<file path="config.mk">
export PLATFORM = sky130hd
export DESIGN_NAME = sha1_ctrl
export DESIGN_NICKNAME = d
export VERILOG_FILES = /design/src/rtl/sha1_ctrl.sv
export SDC_FILE = /design/constraint.sdc
export NUM_CORES = 1
export LEC_CHECK = 0
export CELL_PAD_IN_SITES_DETAIL_PLACEMENT = 1
export CELL_PAD_IN_SITES_GLOBAL_PLACEMENT = 2
export CORE_UTILIZATION = 26
export CTS_CLUSTER_SIZE = 20
export DETAILED_ROUTE_END_ITERATION = 16
export PLACE_DENSITY_LB_ADDON = 0.1
export REMOVE_ABC_BUFFERS = 1
export SLEW_MARGIN = 20
export SYNTH_ARGS = -nofsm -noshare
export SYNTH_HDL_FRONTEND = slang
export SYNTH_SLANG_ARGS = --single-unit
</file>
<file path="constraint.sdc">
create_clock -name clk_i -period 2 [get_ports clk_i]
set_clock_uncertainty 0.15 [all_clocks]
set_input_delay 0.3 -clock clk_i [delete_from_list [all_inputs] [get_ports clk_i]]
set_output_delay 0.3 -clock clk_i [all_outputs]
set_load 0.02 [all_outputs]
</file>
<file path="src/rtl/sha1_ctrl.sv">
// SHA-1 block controller: sequences LOAD / 80 ROUND / ACCUM / DONE and
// produces the message schedule W_t, K_t and round-function select.
module sha1_ctrl #(
    parameter int unsigned BlockWidth = 512,
    parameter int unsigned Rounds     = 80
) (
    input  logic                  clk_i,
    input  logic                  rst_ni,
    input  logic [BlockWidth-1:0] block_i,
    input  logic                  start_i,
    input  logic                  init_i,
    input  logic                  digest_ack_i,
    output logic                  hold_o,
    output logic                  idle_o,
    output logic                  init_hash_o,
    output logic                  load_o,
    output logic                  round_en_o,
    output logic [6:0]            round_o,
    output logic [31:0]           w_o,
    output logic [31:0]           k_o,
    output logic [1:0]            func_sel_o,
    output logic                  accum_o,
    output logic                  digest_valid_o,
    output logic                  start_ignored_o
);

    localparam logic [2:0] StIdle  = 3'd0;
    localparam logic [2:0] StLoad  = 3'd1;
    localparam logic [2:0] StRound = 3'd2;
    localparam logic [2:0] StAccum = 3'd3;
    localparam logic [2:0] StDone  = 3'd4;

    localparam logic [6:0] LastRound = 7'(Rounds - 1);

    logic [2:0]  state_q, state_d;
    logic [6:0]  cnt_q, cnt_d;
    logic        init_q, init_d;
    logic        ign_q, ign_d;
    logic [31:0] win_q [16];
    logic [31:0] win_d [16];
    logic [31:0] w_next;

    // Next schedule word W[t+16] from the 16-word sliding window.
    always_comb begin
        logic [31:0] x;
        x      = win_q[13] ^ win_q[8] ^ win_q[2] ^ win_q[0];
        w_next = {x[30:0], x[31]};
    end

    always_comb begin
        state_d = state_q;
        cnt_d   = cnt_q;
        init_d  = init_q;
        ign_d   = start_i && (state_q != StIdle);
        for (int unsigned i = 0; i < 16; i++) begin
            win_d[i] = win_q[i];
        end

        case (state_q)
            StIdle: begin
                if (start_i) begin
                    for (int unsigned i = 0; i < 16; i++) begin
                        win_d[i] = block_i[32*(15-i) +: 32];
                    end
                    init_d  = init_i;
                    state_d = StLoad;
                end
            end
            StLoad: begin
                cnt_d   = '0;
                state_d = StRound;
            end
            StRound: begin
                for (int unsigned i = 0; i < 15; i++) begin
                    win_d[i] = win_q[i+1];
                end
                win_d[15] = w_next;
                if (cnt_q == LastRound) begin
                    cnt_d   = '0;
                    state_d = StAccum;
                end else begin
                    cnt_d = cnt_q + 7'd1;
                end
            end
            StAccum: begin
                state_d = StDone;
            end
            StDone: begin
                if (digest_ack_i) begin
                    state_d = StIdle;
                end
            end
            default: begin
                state_d = StIdle;
            end
        endcase
    end

    always_ff @(posedge clk_i or negedge rst_ni) begin
        if (!rst_ni) begin
            state_q <= StIdle;
            cnt_q   <= '0;
            init_q  <= 1'b0;
            ign_q   <= 1'b0;
            for (int unsigned i = 0; i < 16; i++) begin
                win_q[i] <= '0;
            end
        end else begin
            state_q <= state_d;
            cnt_q   <= cnt_d;
            init_q  <= init_d;
            ign_q   <= ign_d;
            for (int unsigned i = 0; i < 16; i++) begin
                win_q[i] <= win_d[i];
            end
        end
    end

    always_comb begin
        hold_o          = (state_q != StIdle);
        idle_o          = (state_q == StIdle);
        load_o          = 1'b0;
        init_hash_o     = 1'b0;
        round_en_o      = 1'b0;
        round_o         = '0;
        w_o             = '0;
        k_o             = '0;
        func_sel_o      = '0;
        accum_o         = (state_q == StAccum);
        digest_valid_o  = (state_q == StDone);
        start_ignored_o = ign_q;

        if (state_q == StLoad) begin
            load_o      = 1'b1;
            init_hash_o = init_q;
        end

        if (state_q == StRound) begin
            round_en_o = 1'b1;
            round_o    = cnt_q;
            w_o        = win_q[0];
            if (cnt_q < 7'd20) begin
                k_o        = 32'h5A827999;
                func_sel_o = 2'd0;
            end else if (cnt_q < 7'd40) begin
                k_o        = 32'h6ED9EBA1;
                func_sel_o = 2'd1;
            end else if (cnt_q < 7'd60) begin
                k_o        = 32'h8F1BBCDC;
                func_sel_o = 2'd2;
            end else begin
                k_o        = 32'hCA62C1D6;
                func_sel_o = 2'd3;
            end
        end
    end

endmodule

</file>
==> impl_metrics.json, run 1 <==
{
  "core_mm2": 0.0949,
  "hold_end": "win_q[179]",
  "final_area_mm2": 0.0386,
  "synth.distinct_cells": 39,
  "slew_headroom_pct": 61.0,
  "cp-startpoint": "state_q[2]",
  "hold_viol_final": 0,
  "synth_top_area_share_pct": 52.7,
  "worstSkewPairLatency_ns": 0.60,
  "fin_crit_sh_pct": 133,
  "status": "finished with violations",
  "drc": 0,
  "critical-path-top-delay-family": "simple AND/OR/NAND/NOR gates",
  "syn_area_per_cell_um2": 8.20,
  "hp-start": "block_i[179]",
  "grt_setup_unrepaired": "true",
  "ys_warn_count": 0,
  "synth_edf_count": 0,
  "synthCells": 3033,
  "ios": 598,
  "ctsRootBufferMaster": "clkbuf_16",
  "die_area_mm2": 0.0969,
  "drtIter0Drc": 1307,
  "fin_ws_ns": -0.653,
  "worst-path-max-fanout": 4,
  "yosysSeqAreaShare_pct": 52.7,
  "ys_ff_latch": 524,
  "dr.pass1.iters": 5,
  "synth-main-ff-cell": "dfrtp_1",
  "grt_pass1_vias": 25700,
  "numClockSinks": 524,
  "grt_max_degree": 123,
  "crit_path_top_delay_cell": "or3b_4",
  "drv_slew": 0,
  "ff2ff_path_depth": 6,
  "area_delta_synth_final_pct": 55.4,
  "power_density_mw_per_mm2": 1850,
  "clockBufferDepth": 3,
  "vdd_drop_max_mv": 0.819,
  "grt.total_usage_pct": 21.0,
  "gr-total-overflow": 0,
  "maxCapViolCount": 0,
  "grt_antenna_before_repair": 16,
  "hold-worst-slack_ns": 0.112,
  "ys_top_cells_by_count": "nand2_1 (986), dfrtp_1 (524), nor2_1 (511), a31oi_1 (482), buf_2 (113)",
  "die_h_um": 311,
  "layout_min_cycle_time_ns": 2.65,
  "rr_endpoint": "win_q[397]",
  "worst_hold_path_type": "in -> reg",
  "rows": 113,
  "place_area_mm2": 0.0328,
  "layout-drive-gt1-share_pct": 15.3,
  "dp_hpwl_um": 72600,
  "cp.arrival_ns": 2.20,
  "crit_top_cell": "buf_12",
  "vias": 24500,
  "critPathKind": "reg -> out",
  "avgViaCountPerCell": 4.84,
  "h-tree-depth": 3,
  "leakage_nw": 16.4,
  "critPathLaunchType": "flop",
  "tightest_slew_ns": 0.585,
  "fmax_ghz": 0.377,
  "synth_area_leaders": "dfrtp_1 (53%), nand2_1 (15%), a31oi_1 (12%), nor2_1 (7.7%), buf_2 (2.3%)",
  "clk_pin_slew_ns": 0.06,
  "rr_startpoint": "state_q[1]",
  "dieWidth_um": 311,
  "cp.buffers_inverters": 5,
  "place_worst_setup_slack_ns": -0.523,
  "required_ns": 1.55,
  "whs_path_depth": 3,
  "cts-buffers-inserted": 67,
  "layout.nets": 4268,
  "async_flop_share_pct": 100,
  "critPathMaxStageDelay_ns": 0.51,
  "gp_congestion": 0.818,
  "cp_cell_sequence": "or3b_4 > buf_12 > clkinv_16 > buf_12 > buf_8 > and2_4 > buf_6",
  "grt_pass1_wl_um": 157000,
  "cts_tree": "yes",
  "io_buffers": 596,
  "synth_top_area_cell": "dfrtp_1",
  "fin_total_pwr_mw": 71.7,
  "drt-total-wl_um": 112000,
  "ff2ff_setup_slack_ns": -0.44,
  "synth_most_common_cell": "nand2_1",
  "setup_viol_count_final": 600,
  "ant_nets": 0,
  "endpoint_kind": "output pin",
  "violations": "setup timing",
  "start_util_pct": 26.2,
  "fin_util_pct": 40.7,
  "synthesis.area_mm2": 0.0249,
  "avgRoutedWirePerCell_um": 22.0
}
==> final cells by class <==
| type | count | area (um^2) |
|---|---|---|
| Inverter | 6 | 48.8 |
| Multi-Input combinational cell | 2242 | 10900 |
| Sequential cell | 524 | 13100 |
| Clock buffer | 104 | 2040 |
| Fill cell | 10900 | 56200 |
| Timing Repair Buffer | 908 | 10800 |
| Tap cell | 1265 | 1580 |
| Clock inverter | 9 | 73.8 |
| Antenna cell | 5 | 12.5 |
| Timing Repair inverter | 1 | 30.0 |
==> cell families after synthesis <==
kind of cell | synth area share (%)
AOI/OAI and AO/OA | 14.5
xor gates and xnor gates | 3.42
adders and majority gates | 0.0503
buffers and inverters | 5.10
DFF | 52.7
muxes | 0.0403
other | 0.0151
and+or+nand+nor | 24.1
==> cell usage in the layout (no fill, tap or decap), drive strengths merged, types with 2 or more instances in the layout <==
| cell | n |
|---|---|
| nand2b | 2 |
| clkdlybuf4s50 | 515 |
| a22o | 2 |
| xor2 | 33 |
| bufbuf | 4 |
| a21o | 2 |
| dlygate4sd3 | 3 |
| nor3b | 3 |
| xnor2 | 64 |
| o22ai | 28 |
| diode | 5 |
| and2 | 41 |
| nor2 | 512 |
| inv | 6 |
| nand2 | 986 |
| a31oi | 482 |
| dfrtp | 524 |
| buf | 351 |
| nor2b | 3 |
| o21ai | 46 |
| o21a | 3 |
| nor3 | 2 |
| o31ai | 2 |
| a21oi | 17 |
| clkinv | 9 |
| clkbuf | 139 |
| nand3 | 4 |
==> tightest hold or removal path, delay by kind of cell <==
family | cells | cell delay (ns)
buffers and inverters | 1 | 0.40
AOI/OAI and AO/OA | 1 | 0.07
and+or+nand+nor | 1 | 0.05
==> registers in the layout, summed over array words and instances, names as in the netlist <==
| register | cells |
|---|---|
| state_q | 3 |
| win_q | 512 |
| cnt_q | 7 |
| init_q | 1 |
| start_ignored_o | 1 |
==> per-layer routing <==
metal | share of wire [%] | track usage (%) | wire length [um]
met1 | 42 | 26.2 | 47400
met2 | 51 | 36.9 | 56600
met3 | 3.9 | 3.44 | 4390
met4 | 2.7 | 6.61 | 3050
met5 | 0.10 | 0 | 112
==> through the flow <==
step,std cells,setup TNS (ns)
6_report,5064,-189.13
5_1_grt,5064,-254.24
4_1_cts,4953,-217.65
3_5_place_dp,4780,-98.30
3_3_place_gp,4780,-80.08
2_1_floorplan,2772,-8735.69
==> what timing repair did <==
action                     4_1_cts  5_1_grt
hold buffers                     3        0
resized for setup              516      255
hold endpoints to repair       307        0
pin swaps                        9       43
setup buffers                   36       65
setup endpoints to repair      567      602
gates cloned                    23       46
==> report_power, final <==
group / switching (mW) / internal [mW] / leakage [nW]
Sequential: 4.00 / 16.2 / 5.91
Clock: 4.82 / 7.10 / 1.04
Combinational: 20.6 / 18.9 / 9.49
==> how the worst max path moves through the flow <==
stage / to / cells after the start / slack [ns]
CTS: k_o[24] / 5 / -0.77
global placement: w_o[17] / 5 / -0.49
global route: w_o[25] / 7 / -0.74
finish: w_o[25] / 7 / -0.65
floorplan: win_q[11] / 4 / -16.35
detailed placement: w_o[20] / 5 / -0.52
No activity file was read; power rests on OpenSTA's default activity.
==> run 2: changes to the inputs <==
--- a/config.mk
+++ b/config.mk
@@ -5,11 +5,13 @@
 export SDC_FILE = /design/constraint.sdc
 export NUM_CORES = 1
 export LEC_CHECK = 0
+export ABC_CLOCK_PERIOD_IN_PS = 2000
 export CELL_PAD_IN_SITES_DETAIL_PLACEMENT = 1
 export CELL_PAD_IN_SITES_GLOBAL_PLACEMENT = 2
 export CORE_UTILIZATION = 26
 export CTS_CLUSTER_SIZE = 20
 export DETAILED_ROUTE_END_ITERATION = 16
+export HOLD_SLACK_MARGIN = 0.15
 export PLACE_DENSITY_LB_ADDON = 0.1
 export REMOVE_ABC_BUFFERS = 1
 export SLEW_MARGIN = 20
==> impl_metrics.json, run 2 (synthesized netlist as in run 1, its figures left out) <==
{
  "status": "finished with violations",
  "violations": "setup timing",
  "drv_slew": 0,
  "ff2ff_setup_slack_ns": -0.50,
  "layout.cells.non_filler": 5343,
  "setup_viol_count_final": 600,
  "ctsRootBufferMaster": "clkbuf_16",
  "dp_cells": 4780,
  "final_area_mm2": 0.0413,
  "critPathMaxStageDelay_ns": 0.51,
  "hold_viol_final": 0,
  "ff2ff_path_depth": 6,
  "rows": 113,
  "fin_ws_ns": -0.663,
  "tightest_slew_ns": 0.584,
  "vias": 25700,
  "crit_path_top_delay_cell": "or3b_4",
  "clockBufferDepth": 3,
  "cp.arrival_ns": 2.21,
  "critPathLaunchType": "flop",
  "whs_path_depth": 3,
  "die_h_um": 311,
  "start_util_pct": 26.2,
  "worst-path-max-fanout": 4,
  "gp_congestion": 0.818,
  "required_ns": 1.55,
  "worstSkewPairLatency_ns": 0.60,
  "die_area_mm2": 0.0969,
  "maxCapViolCount": 0,
  "dp_hpwl_um": 72600,
  "grt.total_usage_pct": 21.5,
  "avgRoutedWirePerCell_um": 21.1,
  "cts-buffers-inserted": 67,
  "layout-drive-gt1-share_pct": 13.7,
  "grt_max_degree": 123,
  "area_delta_synth_final_pct": 66.2,
  "grt_pass1_wl_um": 162000,
  "worst_hold_path_type": "in -> reg",
  "numClockSinks": 524,
  "io_buffers": 596,
  "largest-register": "win_q",
  "grt_setup_unrepaired": "true",
  "cp.buffers_inverters": 5,
  "cp_cell_sequence": "or3b_4 > buf_12 > clkinv_16 > buf_12 > buf_8 > and2_4 > buf_6",
  "grt_pass1_vias": 27100,
  "final_common_cell": "nand2_1",
  "fmax_ghz": 0.376,
  "clk_pin_slew_ns": 0.05,
  "fin_crit_sh_pct": 133,
  "power_density_mw_per_mm2": 1730,
  "hp-start": "block_i[321]",
  "layout.nets": 4544,
  "drc": 0,
  "reg_top3": "win_q: 512 flops, cnt_q: 7 flops, state_q: 3 flops",
  "place_area_mm2": 0.0328,
  "drt-total-wl_um": 113000,
  "h-tree-depth": 3,
  "hold-worst-slack_ns": 0.172,
  "endpoint_kind": "output pin",
  "drtIter0Drc": 1490,
  "layout_min_cycle_time_ns": 2.66,
  "grt_antenna_before_repair": 11,
  "layout_common_cells": "nand2_1 (979), dfrtp_1 (524), clkdlybuf4s50_1 (515)",
  "core_mm2": 0.0949,
  "dr.pass1.iters": 7,
  "cp-startpoint": "state_q[2]",
  "rr_startpoint": "state_q[1]",
  "cp-endpoint": "w_o[25]",
  "crit_cells": 7,
  "rr_endpoint": "win_q[397]",
  "critical-path-top-delay-family": "simple AND/OR/NAND/NOR gates",
  "cts_tree": "yes",
  "largest_register_ffs": 512,
  "crit_top_cell": "buf_12",
  "ios": 598,
  "avgViaCountPerCell": 4.81,
  "critPathKind": "reg -> out",
  "dieWidth_um": 311,
  "leakage_nw": 17.6,
  "vdd_drop_max_mv": 0.807,
  "ant_nets": 0,
  "slew_headroom_pct": 61.0,
  "gr-total-overflow": 0
}
==> run 2: worst register-to-register path: cells and delay by family (launching register included) <==
| kind | cells | cell delay, ns |
|---|---|---|
| buf+inv | 3 | 0.96 |
| simple gates | 2 | 0.67 |
| flops | 1 | 0.41 |
| compound gates | 1 | 0.22 |
==> run 2: cell type report <==
| class | instances | area (um^2) |
|---|---|---|
| Clock buffer | 104 | 2040 |
| Antenna cell | 8 | 20.0 |
| Inverter | 6 | 51.3 |
| Tap cell | 1265 | 1580 |
| Timing Repair Buffer | 1184 | 13600 |
| Multi-Input combinational cell | 2242 | 10900 |
| Sequential cell | 524 | 13100 |
| Clock inverter | 9 | 73.8 |
| Fill cell | 10800 | 53500 |
| Timing Repair inverter | 1 | 30.0 |
==> run 2: repair_timing <==
action	in CTS	in global routing
endpoints found under the hold margin	817	0
gates resized for setup	516	232
buffers inserted	36	51
pin swaps	9	31
gates cloned	23	43
setup endpoints to repair	567	602
hold buffers	295	0
==> run 2: power by group <==
| part | switching [mW] | leakage [nW] | internal [mW] |
|---|---|---|---|
| logic | 20.5 | 10.6 | 18.8 |
| clock network | 4.84 | 1.04 | 7.10 |
| registers | 3.98 | 5.91 | 16.2 |
==> run 2: worst min path at each step <==
| stage | endpoint | slack [ns] |
|---|---|---|
| detailed placement | win_q[391] | 0.01 |
| CTS | win_q[453] | 0.15 |
| global placement | win_q[391] | 0.02 |
| global route | win_q[198] | 0.16 |
| floorplan | cnt_q[0] | -0.15 |
| finish | win_q[321] | 0.17 |
==> run 2: per-layer routing <==
metal / vias to the layer above / share of wire [%] / track usage (%)
met1: 12800 / 43 / 27.2
met3: 160 / 3.2 / 2.68
met5: - / 0.023 / 0
li1: 12100 / - / -
met4: 4 / 3.2 / 8.08
met2: 575 / 51 / 37.4
==> run 2: metrics by stage <==
| step | setup TNS (ns) | power, mW | setup slack, ns | util (%) |
|---|---|---|---|---|
| floorplan | -8735.69 | 20.0 | -16.35 | - |
| global placement | -80.08 | 48.7 | -0.488 | 34.6 |
| detailed placement | -98.30 | 49.8 | -0.523 | 34.6 |
| CTS | -217.65 | 66.6 | -0.770 | 41.4 |
| global route | -269.39 | 76.6 | -0.748 | 43.6 |
| finish | -201.68 | 71.5 | -0.663 | 43.6 |
